<file path="src/rtl/udp_seq_eval.sv">
// Sequential UDP evaluator: a loader fills the primitive's state table row by row,
// then each accepted input vector is matched against the rows in order.
module udp_seq_eval #(
   parameter int N_IN = 2,
   parameter int DEPTH = 16,
   parameter logic [1:0] INIT = 2'b01,
   localparam int IDX_W = (DEPTH > 1) ? $clog2(DEPTH) : 1,
   localparam int ROW_W = 4 * N_IN + 5
) (
   input  logic                clk,
   input  logic                rst_n,
   input  logic                load_valid,
   output logic                load_ready,
   input  logic [ROW_W-1:0]    load_data,
   input  logic                load_last,
   input  logic                in_valid,
   output logic                in_ready,
   input  logic [2*N_IN-1:0]   in_vals,
   output logic                out_valid,
   output logic [1:0]          out,
   output logic                matched,
   output logic [IDX_W-1:0]    match_idx,
   output logic                load_err
);

   localparam int CNT_W = $clog2(DEPTH + 1);
   localparam logic [1:0] VAL_X = 2'b10;

   typedef enum logic [1:0] {EMPTY, READY, SCAN} state_t;

   state_t              state_q, state_d;
   logic [CNT_W-1:0]    wr_ptr_q, wr_ptr_d;
   logic [CNT_W-1:0]    row_count_q, row_count_d;
   logic [CNT_W-1:0]    scan_q, scan_d;
   logic [2*N_IN-1:0]   cur_q, cur_d;
   logic [2*N_IN-1:0]   prv_q, prv_d;
   logic [1:0]          out_q, out_d;
   logic                out_valid_q, out_valid_d;
   logic                matched_q, matched_d;
   logic [IDX_W-1:0]    match_idx_q, match_idx_d;
   logic                load_err_q, load_err_d;

   logic [ROW_W-1:0]    table_mem [DEPTH];
   logic                tbl_we;
   logic [ROW_W-1:0]    row;
   logic [N_IN-1:0]     changed;
   logic [3:0]          edge_cnt;
   logic [2:0]          edge_pos;
   logic                lvl_ok, edge_ok, st_ok, in_range, row_hit;
   logic [1:0]          next_code;

   function automatic logic level_match(input logic [3:0] sym, input logic [1:0] v);
      logic r;
      case (sym)
         4'd0:    r = (v == 2'b00);
         4'd1:    r = (v == 2'b01);
         4'd2:    r = (v == VAL_X);
         4'd3:    r = (v != 2'b11);
         4'd4:    r = (v[1] == 1'b0);
         default: r = 1'b0;
      endcase
      return r;
   endfunction

   function automatic logic is_edge(input logic [3:0] sym);
      return (sym >= 4'd8) && (sym <= 4'd12);
   endfunction

   function automatic logic edge_match(input logic [3:0] sym, input logic [1:0] p,
                                       input logic [1:0] c);
      logic r;
      case (sym)
         4'd8:    r = (p == 2'b00) && (c == 2'b01);
         4'd9:    r = (p == 2'b01) && (c == 2'b00);
         4'd10:   r = ((p == 2'b00) && ((c == 2'b01) || (c == VAL_X))) ||
                      ((p == VAL_X) && (c == 2'b01));
         4'd11:   r = ((p == 2'b01) && ((c == 2'b00) || (c == VAL_X))) ||
                      ((p == VAL_X) && (c == 2'b00));
         4'd12:   r = (p != c);
         default: r = 1'b0;
      endcase
      return r;
   endfunction

   always_ff @(posedge clk) begin
      if (tbl_we) table_mem[wr_ptr_q[IDX_W-1:0]] <= load_data;
   end

   // An edge row fires only when its own input is the sole input that changed.
   always_comb begin
      row       = table_mem[scan_q[IDX_W-1:0]];
      in_range  = (scan_q < row_count_q);
      edge_cnt  = '0;
      edge_pos  = '0;
      lvl_ok    = 1'b1;
      edge_ok   = 1'b0;
      changed   = '0;
      for (int i = 0; i < N_IN; i++) begin
         changed[i] = (cur_q[2*i +: 2] != prv_q[2*i +: 2]);
         if (is_edge(row[4*i +: 4])) begin
            edge_cnt = edge_cnt + 4'd1;
            edge_pos = 3'(i);
            edge_ok  = edge_match(row[4*i +: 4], prv_q[2*i +: 2], cur_q[2*i +: 2]);
         end else if (!level_match(row[4*i +: 4], cur_q[2*i +: 2])) begin
            lvl_ok = 1'b0;
         end
      end
      st_ok     = level_match({1'b0, row[ROW_W-1 -: 3]}, out_q);
      next_code = row[4*N_IN +: 2];
      case (edge_cnt)
         4'd0:    row_hit = in_range && lvl_ok && st_ok;
         4'd1:    row_hit = in_range && lvl_ok && st_ok && edge_ok &&
                            (changed == (N_IN'(1) << edge_pos));
         default: row_hit = 1'b0;
      endcase
   end

   always_comb begin
      state_d     = state_q;
      wr_ptr_d    = wr_ptr_q;
      row_count_d = row_count_q;
      load_err_d  = load_err_q;
      scan_d      = scan_q;
      cur_d       = cur_q;
      prv_d       = prv_q;
      out_d       = out_q;
      out_valid_d = 1'b0;
      matched_d   = matched_q;
      match_idx_d = match_idx_q;
      tbl_we      = 1'b0;
      load_ready  = (state_q != SCAN);
      in_ready    = (state_q == READY);

      if (load_valid && load_ready) begin
         if (wr_ptr_q < CNT_W'(DEPTH)) begin
            tbl_we   = 1'b1;
            wr_ptr_d = wr_ptr_q + CNT_W'(1);
         end else begin
            load_err_d = 1'b1;
         end
         if (load_last) begin
            row_count_d = (wr_ptr_q < CNT_W'(DEPTH)) ? wr_ptr_q + CNT_W'(1) : CNT_W'(DEPTH);
            wr_ptr_d    = '0;
            if (state_q == EMPTY) state_d = READY;
         end
      end

      case (state_q)
         READY: begin
            if (in_valid) begin
               cur_d   = in_vals;
               prv_d   = cur_q;
               scan_d  = '0;
               state_d = SCAN;
            end
         end
         SCAN: begin
            if (row_hit) begin
               out_valid_d = 1'b1;
               matched_d   = 1'b1;
               match_idx_d = scan_q[IDX_W-1:0];
               out_d       = (next_code == 2'b11) ? out_q : next_code;
               state_d     = READY;
            end else if (!in_range || (scan_q + CNT_W'(1) >= row_count_q)) begin
               out_valid_d = 1'b1;
               matched_d   = 1'b0;
               out_d       = VAL_X;
               state_d     = READY;
            end else begin
               scan_d = scan_q + CNT_W'(1);
            end
         end
         default: ;
      endcase
   end

   always_ff @(posedge clk or negedge rst_n) begin
      if (!rst_n) begin
         state_q     <= EMPTY;
         wr_ptr_q    <= '0;
         row_count_q <= '0;
         load_err_q  <= 1'b0;
         scan_q      <= '0;
         cur_q       <= {N_IN{VAL_X}};
         prv_q       <= {N_IN{VAL_X}};
         out_q       <= INIT;
         out_valid_q <= 1'b0;
         matched_q   <= 1'b0;
         match_idx_q <= '0;
      end else begin
         state_q     <= state_d;
         wr_ptr_q    <= wr_ptr_d;
         row_count_q <= row_count_d;
         load_err_q  <= load_err_d;
         scan_q      <= scan_d;
         cur_q       <= cur_d;
         prv_q       <= prv_d;
         out_q       <= out_d;
         out_valid_q <= out_valid_d;
         matched_q   <= matched_d;
         match_idx_q <= match_idx_d;
      end
   end

   assign out       = out_q;
   assign out_valid = out_valid_q;
   assign matched   = matched_q;
   assign match_idx = match_idx_q;
   assign load_err  = load_err_q;

endmodule

</file>
<file path="config.mk">
export PLATFORM = sky130hd
export DESIGN_NAME = udp_seq_eval
export DESIGN_NICKNAME = d
export VERILOG_FILES = /design/src/rtl/udp_seq_eval.sv
export SDC_FILE = /design/constraint.sdc
export NUM_CORES = 1
export LEC_CHECK = 0
export ABC_CLOCK_PERIOD_IN_PS = 3800
export BUFFER_PORTS_ARGS = -buffer_cell sky130_fd_sc_hd__buf_2
export CAP_MARGIN = 20
export CORE_MARGIN = 4
export CORE_UTILIZATION = 35
export DETAILED_ROUTE_END_ITERATION = 16
export GPL_ROUTABILITY_DRIVEN = 0
export GPL_TIMING_DRIVEN = 0
export PLACE_DENSITY = 0.55
export SYNTH_ARGS = -nofsm -noshare
export SYNTH_HDL_FRONTEND = slang
export SYNTH_SLANG_ARGS = --single-unit
</file>
<file path="constraint.sdc">
create_clock -name clk -period 3.8 [get_ports clk]
set_input_delay 0.19 -clock clk [delete_from_list [all_inputs] [get_ports clk]]
set_output_delay 0.19 -clock clk [all_outputs]
set_load 0.005 [all_outputs]
</file>
* Yosys cells after proc, flatten, opt, wreduce, memory -nomap -nowiden *
Memories as Yosys holds them, arrays and structs flattened.
Cells that the tools add are included.

storage, ports and cells
  latch bits = 0
  flip-flop bits (word level) = 34
  output and inout port bits = 11
  memory bits (writable) = 208
  bits of input ports = 22
  memories = 1
  logic and storage cells = 169
  memory bits (read-only) = 0

operators by class
  order comparisons = 7
  reductions and logical operators = 50
  add/subtract/negate cells = 3
  multiply operators = 0
  eq/ne operators = 49
  shifts and indexed selects = 1
  multiplexer cells = 43
  divide/modulo/power cells = 0
  bitwise operators = 4

memories
  name       depth  bits a word  read ports  clocked after Yosys merged registers in  write ports  RTL line  source
  table_mem  16     13           1           0                                        1            43        logic [ROW_W-1:0] table_mem [DEPTH];

operator list
  kind                                                  count
  equality test 4 bit (second input constant)           10
  two-way mux 5 bit                                     6
  one-hot mux 1 bit (5 select lines)                    5
  logical AND 1 bit                                     19
  two-way mux 1 bit                                     19
  two-way mux 2 bit                                     9
  equality test 4 x 2 -> 1 bit (second input constant)  4
  inequality test 2 bit (second input constant)         8
  equality test 2 bit (second input constant)           7
  equality test 2 x 1 -> 1 bit (second input constant)  6
  equality test 4 x 1 -> 1 bit (second input constant)  3
  zero test 2 bit                                       6
  zero test 4 bit                                       3
  AND reduction 2 bit                                   6
  adder 5 x 1 -> 5 bit (second input constant)          2
  one-hot mux 5 bit (2 select lines)                    1
  logical OR 1 bit                                      9
  equality test 4 x 3 -> 1 bit (second input constant)  2
  >= comparator 4 bit (second input constant)           2
  <= comparator 4 bit (second input constant)           2
  inequality test 2 bit                                 4
  equality test 3 x 2 -> 1 bit (second input constant)  2
  nonzero test 2 bit                                    3
  >= comparator 5 bit                                   1
  15 further kinds                                      18

* Logic depth before layout (Yosys ltp) *
Gate-level depths: netlist of run 1.
An unclocked memory read counts as a cell.

  depth in word-level cells = 15
  depth in mapped cells = 17
  gate-level depth less buffers = 12

* Worst setup path before layout of run 1 *
OpenSTA, ideal clock, no wires.

  path kind = register -> register
  from = reg scan_q[0]
  to = reg scan_q[4]
  path slack = 0.178 ns
  period minus slack after synthesis = 3.622 ns
  setup time = 0.125 ns
  cell stages (with the launch flop) = 17
  data required time = 3.675 ns
  arrival time = 3.497 ns
  path buffers = 5
  path through = dfrtp_1 buf_6 buf_6 buf_6 buf_2 clkbuf_1 inv_1 ha_1 nand2_1 a21o_1 a21oi_1 nor2b_1 o21ai_0 or4bb_1 a31oi_4 nand3_1 mux2_4

between the ends
  longest elaborated chain between the ends = 15
  elaborated cells on any way between the ends = 69
  classes of those cells = 2 x add/sub; 6 x order compare; 26 x eq/ne; 1 x shift; 20 x mux; 13 x reduce/logical; 1 x memory

ends and longest elaborated chain
  item                                                                           RTL line  source
  start: declaration                                                             34        logic [CNT_W-1:0] scan_q, scan_d;
  start signal: assignment                                                       195       scan_q <= scan_d;
  parallel branches: the longest is 15 deep, another holds memory (16 x 13 bit)  --

Several ways; the timed one is not identified. The select of a mux whose other input is x is not followed.
A chain may end at the register's enable or synchronous reset.

* Worst setup path in the final report of run 1 *
  from = reg scan_q[0]
  to = reg match_idx_q[1], in the netlist match_idx[1]

between the ends
  longest elaborated chain between the ends = 14
  elaborated cells on any way between the ends = 60
  classes of those cells = 1 x add/sub; 5 x order compare; 24 x eq/ne; 1 x shift; 17 x mux; 11 x reduce/logical; 1 x memory

ends and longest elaborated chain
  item                                                                           RTL line  source
  parallel branches: the longest is 12 deep, another holds memory (16 x 13 bit)  --
  one-hot mux 1 bit (2 select lines) (*)                                         110       case (edge_cnt)
  AND reduction 2 bit (no line) (*)                                              --
  end signal: assignment                                                         201       match_idx_q <= match_idx_d;
  end: declaration                                                               40        logic [IDX_W-1:0] match_idx_q, match_idx_d;

Mark *: on every way between the ends. The select of a mux whose other input is x is not followed.

==> reports/results.txt, run 1 <==
Total GRT Usage: 0.1496
Worst clock skew: 0.009472 ns
Total count of max-transition violations in the final report: 0
Residual antenna-violating net count after detailed routing: 0
Cell area after placement: 0.01117 mm²
Number of antenna violations at the first check in global routing: 2
Final Instance Count excl. Fillers: 1131
Max-cap violations: 0
Via count of the first global-routing pass: 6175
Reported net switching power: 0.001323 W
Design internal power: 0.004565 W
Area growth from synthesis to layout: 19.98%
Longest Clk Path Bufs: 3
Placed Cells: 1041
Number of standard-cell rows in the floorplan: 63
Startpoint Class: register
Sequential area share after synthesis: 0.6746
Width of the chip: 181.4 µm
Routed via count divided by cell count: 5.150
Capturing element type of the critical path: register
Run status: finished, final reports clean
Path category of the worst min-delay check: in -> reg
Pin slew with the least headroom to its limit: 1.077 ns
Post-synthesis async set-or-reset flop share: 0.1405
Area of all sequential standard cells: 0.007104 mm²
Total vias in the final route: 5825
Wire length reported by the detailed router: 24.78 mm
Distinct cell type count of the synthesized netlist: 58
Layout Utilization: 0.4262
Worst-case setup slack after placement: -0.7662 ns
Overall overflow remaining after global route: 0
Number of nets produced by synthesis: 671
Final critical-path setup slack: 0.09461 ns
Die height: 181.4 µm
Number of buffers added on ports: 31
Clock H-tree levels: 1
Wire length of the first global-routing pass: 37.65 mm
Clock insertion delay at the later pin of the skew report: 0.54 ns
Initial DRC Count: 423
Synthesis-stage register bit count: 242
Worst supply voltage drop on vdd: 335.0 µV
Power density normalized to cell area: 466.1 mW/mm²
Clock power share: 0.407
Setup repair after global routing missed its margin: yes
Share of the clock period used by the worst path after layout: 0.9751
Netlist Area Pre-Place: 0.01053 mm²
Min Tclk post-route: 3.705 ns
Leakage component of the power: 4.568 nW
Cell type with the highest aggregate area in the netlist: edfxtp_1
Primary flip-flop cell chosen by synthesis mapping: edfxtp_1
Post-Synthesis Cells: 620
Share of power burned in combinational logic: 0.079
DRC Markers: 0
Number of sinks on the clock net: 242
Net count reported at finish: 773
Average cell area after synthesis: 16.98 µm²
Commonest cells in the netlist: edfxtp_1 (208), mux4_2 (50), nand2_1 (34), dfrtp_1 (29), ha_1 (29)
Class of the most critical setup path: reg -> reg
Req. time, crit path: 4.21 ns
Area of combinational cells with multiple inputs: 0.003372 mm²
Pin count of the biggest net entering global routing: 35
Maximum net fanout on the critical path: 5
Fillers: 2648
Area of the core region: 0.02964 mm²
Worst slew margin relative to its limit: 0.2823
Number of hold-slack violations in the final timing report: 0
EDFF count, synth: 208
Clock-pin transition on the worst setup and hold timing paths: 0.06 ns
Worst setup path startpoint: scan_q[0]$_DFFE_PN0P_
Final HPWL DP: 15.41 mm
Total number of yosys warnings: 0
Fraction of post-synthesis cell area in the top cell type by area: 0.5932
Number of setup violations in the final report: 0
TritonCTS clock tree: yes
Die Outline Area: 0.03292 mm²
Worst flop-to-flop path startpoint: scan_q[0]$_DFFE_PN0P_
Peak Freq: 269.9 MHz
Cell types occupying the most area after synthesis: edfxtp_1 (59%), mux4_2 (11%), dfrtp_1 (6.9%)
Proportion of layout cells with a drive suffix above 1: 0.2915
Overall Power: 0.005888 W
Pre-Repair DR Iteration Count: 4
Starting density of the core: 0.3552
Clk root buf: clkbuf_16
Final std cell area, no fill: 0.01263 mm²
TritonCTS buffer count: 27
Data arrival, critical path: 4.12 ns
Proportion of total power due to net switching: 0.2246
Worst Hold Launch: load_data[8]
Most frequently used cell type in the post-synthesis netlist: edfxtp_1
Detail-routed net length per standard cell: 21.91 µm
I/O pin total: 33
Sequential share of power: 0.514
Ant. Diodes: 0
power by group through the flow:
stage	logic [W]	clock network [W]	registers (W)
after floorplan	0.000254	0	0.00307
after global placement	0.000399	0	0.00308
after detailed placement	0.000408	0	0.00308
after CTS	0.000444	0.00245	0.00303
after global routing	0.000513	0.00258	0.00304
final	0.000464	0.00239	0.00303
area by class of cell:
type	instances	share of cell area
flip-flops and latches	242	0.5624
multi-input cells	327	0.2669
clock buffers	33	0.05527
repair buffers	73	0.04229
well taps	390	0.03863
plain buffers	30	0.01872
clock inverters	15	0.009509
inverters	21	0.006240
layer usage:
layer / vias to the layer above / global-route usage / routed length, µm
met4: 4 / 0.04113 / 464
met2: 129 / 0.2506 / 12240
met3: 38 / 0.02845 / 1492
li1: 2679 / - / -
met1: 2975 / 0.2011 / 10550
met5: - / 0 / 33
flip-flops by register name, summed over array words and instances, names as in the netlist, 4 cells and up:
| signal | count |
|---|---|
| cur_q | 4 |
| match_idx | 4 |
| prv_q | 4 |
| row_count_q | 5 |
| scan_q | 5 |
| table_mem | 208 |
| wr_ptr_q | 5 |
stage by stage:
step	TNS [ns]	hold slack, ns
4_1_cts	0	0.0009647
3_3_place_gp	-9.049	0.3010
6_report	0	0.01961
5_1_grt	-0.3630	0.01472
3_5_place_dp	-9.697	0.3095
2_1_floorplan	0	-0.1056
worst paths after layout:
path	cells past startpoint	slack (ns)	endpoint
setup / recovery	15	0.09	match_idx[1]$_DFFE_PN0P_
hold reg to reg	1	0.46	load_err$_DFFE_PN0P_
max in group asynchronous	2	2.98	scan_q[1]$_DFFE_PN0P_
hold / removal	1	0.02	table_mem[9][8]$_DFFE_PP_
setup reg to reg	15	0.09	match_idx[1]$_DFFE_PN0P_
min in group asynchronous	2	0.28	wr_ptr_q[4]$_DFFE_PN0P_
cell usage in the layout, fill, tap and decap left out, drive strengths merged, types with 3 or more instances in the layout:
cell type	n
edfxtp	208
buf	77
clkbuf	52
mux4	50
nand2	34
ha	29
dfrtp	29
o21ai	26
inv	24
and2	21
mux2i	20
a21oi	11
mux2	11
nor2	10
nor3	9
nor2b	9
clkinv	9
a221oi	8
dlygate4sd3	7
nand3	7
a22oi	7
nor4b	6
xor2	5
nand4	5
dfstp	5
a21o	5
a22o	4
xnor2	4
o21a	4
o2111ai	3
nor4	3
o31ai	3
and4b	3
and3	3
what timing repair did:
| item | 4_1_cts | 5_1_grt |
|---|---|---|
| buffers inserted | 16 | 18 |
| pin swaps | 6 | 14 |
| setup endpoints to repair | 15 | 14 |
| cloned | 0 | 1 |
| hold buffers | 7 | 0 |
| endpoints found under the hold margin | 38 | 0 |
| resized for setup | 42 | 26 |
cell families (layout without fill, tap and decap cells):
group	Yosys count	in the layout	synth area share
buffers and inverters	51	172	0.02270
flip-flops	242	242	0.6746
AND/OR/NAND/NOR	121	121	0.06429
AO/OA/AOI/OAI	87	87	0.05835
multiplexers	81	81	0.1381
adder cells (fa/ha/maj)	29	29	0.03446
XOR/XNOR	9	9	0.007486
worst max-delay path: stages, from the launching register on:
cell,delay (ns)
dfrtp_1,0.41
buf_8,0.17
buf_6,0.11
buf_4,0.11
mux4_2,0.51
a22o_1,0.29
a221oi_4,0.22
buf_12,0.16
a21o_4,0.11
ha_4,0.15
buf_4,0.11
nor3_1,0.04
o31ai_1,0.22
and4b_2,0.34
nand4_1,0.26
mux2_4,0.37
No activity file was read; power rests on OpenSTA's default activity.
==> inputs of run 2 (changes only) <==
Settings changed: BUFFER_PORTS_ARGS -buffer_cell sky130_fd_sc_hd__buf_2 to -buffer_cell sky130_fd_sc_hd__clkbuf_2.
==> reports/results.txt, run 2 (synthesized netlist as in run 1, its figures left out) <==
Worst slew margin relative to its limit: 0.2864 (+0.004099)
Cell repeated most along the worst path: buf_4
Worst supply voltage drop on vdd: 341.9 µV (+2.1%)
TritonCTS clock tree: yes
Proportion of layout cells with a drive suffix above 1: 0.2787 (-0.01281)
Endpoint of the most critical register-to-register path: out[0]$_DFFE_PN1P_
Number of antenna violations at the first check in global routing: 1 (-1)
Total GRT Usage: 0.1493 (-0.0002798)
Power density normalized to cell area: 471.8 mW/mm² (+1.2%)
Number of standard-cell rows in the floorplan: 63 (unchanged)
Worst hold path stage count: 1 (unchanged)
Routed via count divided by cell count: 5.293 (+2.8%)
Overall Power: 0.005910 W (+0.38%)
Maximum net fanout on the critical path: 10 (+5)
Final HPWL DP: 15.50 mm (+0.58%)
Highest-count cells in the layout ignoring fill and taps: edfxtp_1 (208), mux4_2 (50), clkbuf_2 (34), nand2_1 (33), buf_4 (29)
Final-layout worst hold slack: 0.04524 ns (+0.02563 ns)
Number of setup violations in the final report: 0 (unchanged)
Ant. Diodes: 0 (unchanged)
Max-cap violations: 0 (unchanged)
Area growth from synthesis to layout: 18.98%
Stage delay of the slowest cell on the critical path: 0.49 ns (-0.02 ns)
Via count of the first global-routing pass: 5996 (-2.9%)
Area of combinational cells with multiple inputs: 0.003343 mm² (-0.85%)
Area of all sequential standard cells: 0.007106 mm² (about the same)
Total negative slack: 0 ns (unchanged)
Width of the chip: 181.4 µm (unchanged)
Starting density of the core: 0.3552 (unchanged)
Number of sinks on the clock net: 242 (unchanged)
Total count of max-transition violations in the final report: 0 (unchanged)
Leakage component of the power: 4.523 nW (-0.99%)
Worst-case reg-to-reg path depth: 16 (+1)
Max reg flops: 208 (unchanged)
Worst flop-to-flop path startpoint: scan_q[1]$_DFFE_PN0P_
Pin count of the biggest net entering global routing: 35 (unchanged)
I/O pin total: 33 (unchanged)
Total vias in the final route: 5939 (+2.0%)
Class of the most critical setup path: reg -> reg
Peak Freq: 272.0 MHz (+0.78%)
Area of the core region: 0.02964 mm² (unchanged)
DRC Markers: 0 (unchanged)
Detail-routed net length per standard cell: 22.34 µm (+2.0%)
Critical path, cell by cell: buf_6 > buf_4 > buf_4 > mux4_2 > a22oi_1 > nand2_1 > nand2_2 > inv_1 > ha_1 > nor4bb_1 > and4b_2 > a31oi_4 > buf_6 > buf_4 > nor2_1 > a2bb2oi_1
Req. time, crit path: 4.26 ns (+0.05 ns)
Die height: 181.4 µm (unchanged)
Number of buffers added on ports: 31 (unchanged)
Clock-pin transition on the worst setup and hold timing paths: 0.06 ns (about the same)
Worst clock skew: 0.01427 ns (+0.004802 ns)
Net count reported at finish: 763 (-1.3%)
Fillers: 2691 (+1.6%)
Pre-Repair DR Iteration Count: 4 (unchanged)
Cell area after placement: 0.01117 mm² (unchanged)
Startpoint Class: register
Run status: finished, final reports clean
Initial DRC Count: 380 (-10%)
Worst-case register-to-register setup slack: 0.12 ns (+0.03 ns)
Number of hold-slack violations in the final timing report: 0 (unchanged)
Wire length reported by the detailed router: 25.07 mm (+1.2%)
Clk root buf: clkbuf_16
Pin slew with the least headroom to its limit: 1.070 ns (-0.006148 ns)
Min Tclk post-route: 3.677 ns (-0.02870 ns)
TritonCTS buffer count: 26 (-3.7%)
Data arrival, critical path: 4.13 ns (about the same)
Clock insertion delay at the later pin of the skew report: 0.54 ns (about the same)
Longest Clk Path Bufs: 3 (unchanged)
Wire length of the first global-routing pass: 37.48 mm (-0.44%)
Overall overflow remaining after global route: 0 (unchanged)
Residual antenna-violating net count after detailed routing: 0 (unchanged)
Capturing element type of the critical path: register
Setup repair after global routing missed its margin: yes
Clock H-tree levels: 1 (unchanged)
Worst Hold Launch: load_data[6]
Share of the clock period used by the worst path after layout: 0.9675 (-0.007554)
Die Outline Area: 0.03292 mm² (unchanged)
Critical Path Slowest Stage Cell: dfrtp_2
Path category of the worst min-delay check: in -> reg
Final std cell area, no fill: 0.01253 mm² (-0.83%)
Worst Hold Path EP: table_mem[5][6]$_DFFE_PP_
Most common cell after layout, fill and taps aside: edfxtp_1
-- run 2: layout make-up --
cell class	instances	area share
tap	390	0.03895
clock inverter	19	0.01318
buffer	29	0.01918
timing repair buffer	65	0.03546
inverter	21	0.006292
multi-input combinational	327	0.2669
clock buffer	29	0.05284
sequential	242	0.5672
-- run 2: layer usage --
metal,track usage,vias up,part of all wire,routed length [µm]
li1,-,2654,-,-
met5,0,-,0.00052,13
met2,0.2484,171,0.48,12120
met3,0.02604,50,0.057,1423
met1,0.2042,3062,0.43,10750
met4,0.04053,2,0.030,760
-- run 2: how the worst max path moves through the flow --
stage,start,end,cells after the start
global route,scan_q[0]$_DFFE_PN0P_,scan_q[2]$_DFFE_PN0P_,15
finish,scan_q[1]$_DFFE_PN0P_,out[0]$_DFFE_PN1P_,16
detailed placement,scan_q[1]$_DFFE_PN0P_,match_idx[1]$_DFFE_PN0P_,11
global placement,scan_q[1]$_DFFE_PN0P_,match_idx[2]$_DFFE_PN0P_,11
CTS,scan_q[0]$_DFFE_PN0P_,scan_q[2]$_DFFE_PN0P_,15
floorplan,scan_q[0]$_DFFE_PN0P_,scan_q[4]$_DFFE_PN0P_,16
-- run 2: where the power goes --
| part | switching (W) | total (W) | internal [W] | leakage (nW) |
|---|---|---|---|---|
| clock | 0.00103 | 0.00243 | 0.00140 | 0.399 |
| sequential | 0.0000299 | 0.00303 | 0.00300 | 2.31 |
| combinational | 0.000275 | 0.000452 | 0.000177 | 1.81 |
-- run 2: what timing repair did --
| action | CTS | global route |
|---|---|---|
| buffers inserted | 11 | 15 |
| setup endpoints to repair | 15 | 14 |
| cloned | 0 | 2 |
| gates resized for setup | 44 | 21 |
| hold endpoints to repair | 36 | 0 |
| hold buffers | 6 | 0 |
| pin swaps | 5 | 7 |
-- run 2: worst max-delay path: cells and delay by family (launching register included) --
family          cells  cell delay (ns)
compound gates      3             0.49
fa+ha+maj           1             0.19
buf+inv             6             1.05
flops               1             0.49
mux                 1             0.33
simple gates        5             1.05
-- run 2: through the flow --
stage / setup WS (ns) / util / cells
after floorplan: 0.1777 / - / 620
after global placement: -0.7290 / 0.3769 / 1041
after detailed placement: -0.8143 / 0.3769 / 1041
after CTS: 0.006296 / 0.4156 / 1106
after global routing: -0.01766 / 0.4227 / 1122
final: 0.1233 / 0.4227 / 1122
==> inputs of run 3 (changes only) <==
Settings changed: CELL_PAD_IN_SITES_DETAIL_PLACEMENT from default to 0, CELL_PAD_IN_SITES_GLOBAL_PLACEMENT from default to 1, PLACE_DENSITY 0.55 to 0.61, REMOVE_ABC_BUFFERS from default to 1.
==> reports/results.txt, run 3 (synthesized netlist as in run 1, its figures left out) <==
Worst-case reg-to-reg path depth: 13 (-3)
Worst setup path startpoint: scan_q[0]$_DFFE_PN0P_
Routed via count divided by cell count: 5.221 (-1.4%)
Worst slew margin relative to its limit: 0.3153 (+0.02889)
Detail-routed net length per standard cell: 21.55 µm (-3.6%)
DRC Markers: 0 (unchanged)
Total GRT Usage: 0.1434 (-0.005900)
Wire length reported by the detailed router: 23.83 mm (-4.9%)
Critical Path Slowest Stage Cell: mux4_2
Class of the most critical setup path: reg -> reg
Fillers: 2676 (-0.56%)
Initial DRC Count: 548 (+44%)
Pre-Repair DR Iteration Count: 5 (+1)
Share of power burned in combinational logic: 0.073 (-0.004)
Area of the core region: 0.02964 mm² (unchanged)
Width of the chip: 181.4 µm (unchanged)
Pin slew with the least headroom to its limit: 1.027 ns (-0.04333 ns)
Total vias in the final route: 5774 (-2.8%)
Final-layout worst hold slack: 0.04271 ns (-0.002533 ns)
Die height: 181.4 µm (unchanged)
Number of setup violations in the final report: 0 (unchanged)
Share of the clock period used by the worst path after layout: 0.9807 (+0.01313)
Number of sinks on the clock net: 242 (unchanged)
Capturing element type of the critical path: register
Longest Clk Path Bufs: 3 (unchanged)
Maximum net fanout on the critical path: 6 (-4)
Path category of the worst min-delay check: in -> reg
Total negative slack: 0 ns (unchanged)
Area growth from synthesis to layout: 18.54%
Max reg flops: 208 (unchanged)
Final HPWL DP: 13.87 mm (-11%)
Placed Cells: 1014 (-2.6%)
Die Outline Area: 0.03292 mm² (unchanged)
Clock insertion delay at the later pin of the skew report: 0.53 ns (about the same)
Wire length of the first global-routing pass: 35.96 mm (-4.1%)
Run status: finished, final reports clean
Sequential share of power: 0.518 (+0.006)
Worst clock skew: 0.008827 ns (-0.005447 ns)
Most common cell after layout, fill and taps aside: edfxtp_1
Endpoint of the most critical register-to-register path: scan_q[4]$_DFFE_PN0P_
Clock-pin transition on the worst setup and hold timing paths: 0.06 ns (about the same)
Number of buffers added on ports: 32 (+3.2%)
Net count reported at finish: 747 (-2.1%)
Req. time, crit path: 4.21 ns (-0.05 ns)
Via count of the first global-routing pass: 5891 (-1.8%)
Final std cell area, no fill: 0.01248 mm² (-0.37%)
Peak Freq: 268.3 MHz (-1.3%)
Family with the most delay on the worst path: multiplexers
Pin count of the biggest net entering global routing: 35 (unchanged)
Overall overflow remaining after global route: 0 (unchanged)
Data arrival, critical path: 4.14 ns (about the same)
Number of hold-slack violations in the final timing report: 0 (unchanged)
TritonCTS buffer count: 26 (unchanged)
Worst Hold Path EP: table_mem[8][7]$_DFFE_PP_
Reported net switching power: 0.001292 W (-3.5%)
Final critical-path setup slack: 0.07343 ns (-0.04988 ns)
Worst-case setup slack after placement: -1.153 ns (-0.3383 ns)
Ant. Diodes: 0 (unchanged)
Cell area after placement: 0.01107 mm² (-0.92%)
Residual antenna-violating net count after detailed routing: 0 (unchanged)
Proportion of layout cells with a drive suffix above 1: 0.2807 (+0.002038)
Critical path, cell by cell: buf_4 > mux4_2 > mux2i_4 > mux2_2 > nand2_1 > a21o_1 > ha_4 > nor4bb_2 > o21a_1 > and4b_2 > a31oi_4 > nand3_2 > mux2_4
Max-cap violations: 0 (unchanged)
Final Instance Count excl. Fillers: 1106 (-1.4%)
Highest-count cells in the layout ignoring fill and taps: edfxtp_1 (208), mux4_2 (50), nand2_1 (33), clkbuf_2 (32), buf_4 (31)
Startpoint Class: register
Worst Path Buf+Inv: 1 (-5)
Min Tclk post-route: 3.727 ns (+0.04988 ns)
Number of antenna violations at the first check in global routing: 3 (+2)
I/O pin total: 33 (unchanged)
Leakage component of the power: 4.479 nW (-0.97%)
Worst supply voltage drop on vdd: 350.5 µV (+2.5%)
Proportion of total power due to net switching: 0.2202 (-0.006396)
Power density normalized to cell area: 470.2 mW/mm² (-0.34%)
Total count of max-transition violations in the final report: 0 (unchanged)
TritonCTS clock tree: yes
Setup repair after global routing missed its margin: yes
Worst-case register-to-register setup slack: 0.07 ns (-0.05 ns)
Starting density of the core: 0.3552 (unchanged)
Stage delay of the slowest cell on the critical path: 0.53 ns (+0.04 ns)
Clock H-tree levels: 1 (unchanged)
Worst hold path stage count: 1 (unchanged)
Worst Hold Launch: load_data[7]
Number of standard-cell rows in the floorplan: 63 (unchanged)
Clock power share: 0.409 (-0.002)
Clk root buf: clkbuf_16
Worst flop-to-flop path startpoint: scan_q[0]$_DFFE_PN0P_
Design internal power: 0.004576 W (+0.12%)
run 3: cell count changes in the layout (fill, tap and decap cells not counted), sizes merged:
cell / before / now
clkinv: 15 / 13
clkbuf: 75 / 65
inv: 22 / 20
buf: 42 / 40
run 3: worst max path at each step:
stage / endpoint / slack (ns) / depth (start not counted)
6_report: scan_q[4]$_DFFE_PN0P_ / 0.07 / 13
5_1_grt: scan_q[4]$_DFFE_PN0P_ / -0.04 / 13
4_1_cts: scan_q[4]$_DFFE_PN0P_ / 0.004 / 12
3_5_place_dp: scan_q[4]$_DFFE_PN0P_ / -1.15 / 13
3_3_place_gp: scan_q[4]$_DFFE_PN0P_ / -3.27 / 12
2_1_floorplan: scan_q[4]$_DFFE_PN0P_ / -1.75 / 12
run 3: per-layer routing:
layer | up-vias | global-route usage | share of wire
met2 | 139 | 0.2359 | 0.47
met3 | 46 | 0.02464 | 0.049
met1 | 2961 | 0.1979 | 0.45
met4 | 4 | 0.04113 | 0.028
met5 | - | 0 | 0.0010
li1 | 2624 | - | -
run 3: final cells by class:
class / instances / area [µm²] / area share
repair buffers: 78 / 653.1 / 0.05233
inverters: 21 / 82.58 / 0.006617
clock inverters: 15 / 146.4 / 0.01173
multi-input cells: 327 / 3318 / 0.2659
well taps: 390 / 488.0 / 0.03910
clock buffers: 33 / 676.9 / 0.05424
flip-flops and latches: 242 / 7116 / 0.5701
run 3: through the flow:
step | utilization | power, W
4_1_cts | 0.4132 | 0.005926
2_1_floorplan | - | 0.003311
3_3_place_gp | 0.3717 | 0.003454
5_1_grt | 0.4211 | 0.006089
6_report | 0.4211 | 0.005869
3_5_place_dp | 0.3735 | 0.003473
run 3: repair_timing:
| item | 4_1_cts | 5_1_grt |
|---|---|---|
| setup endpoints to repair | 15 | 14 |
| resized for setup | 21 | 14 |
| hold buffers | 6 | 0 |
| buffers inserted | 15 | 21 |
| gates cloned | 2 | 0 |
| pin swaps | 5 | 6 |
| hold endpoints to repair | 36 | 0 |
run 3: power groups by stage:
stage	logic, W	clock network (W)	registers [W]
2_1_floorplan	0.000230	0	0.00308
3_3_place_gp	0.000366	0	0.00309
3_5_place_dp	0.000377	0	0.00310
4_1_cts	0.000415	0.00247	0.00304
5_1_grt	0.000471	0.00257	0.00305
6_report	0.000427	0.00240	0.00304
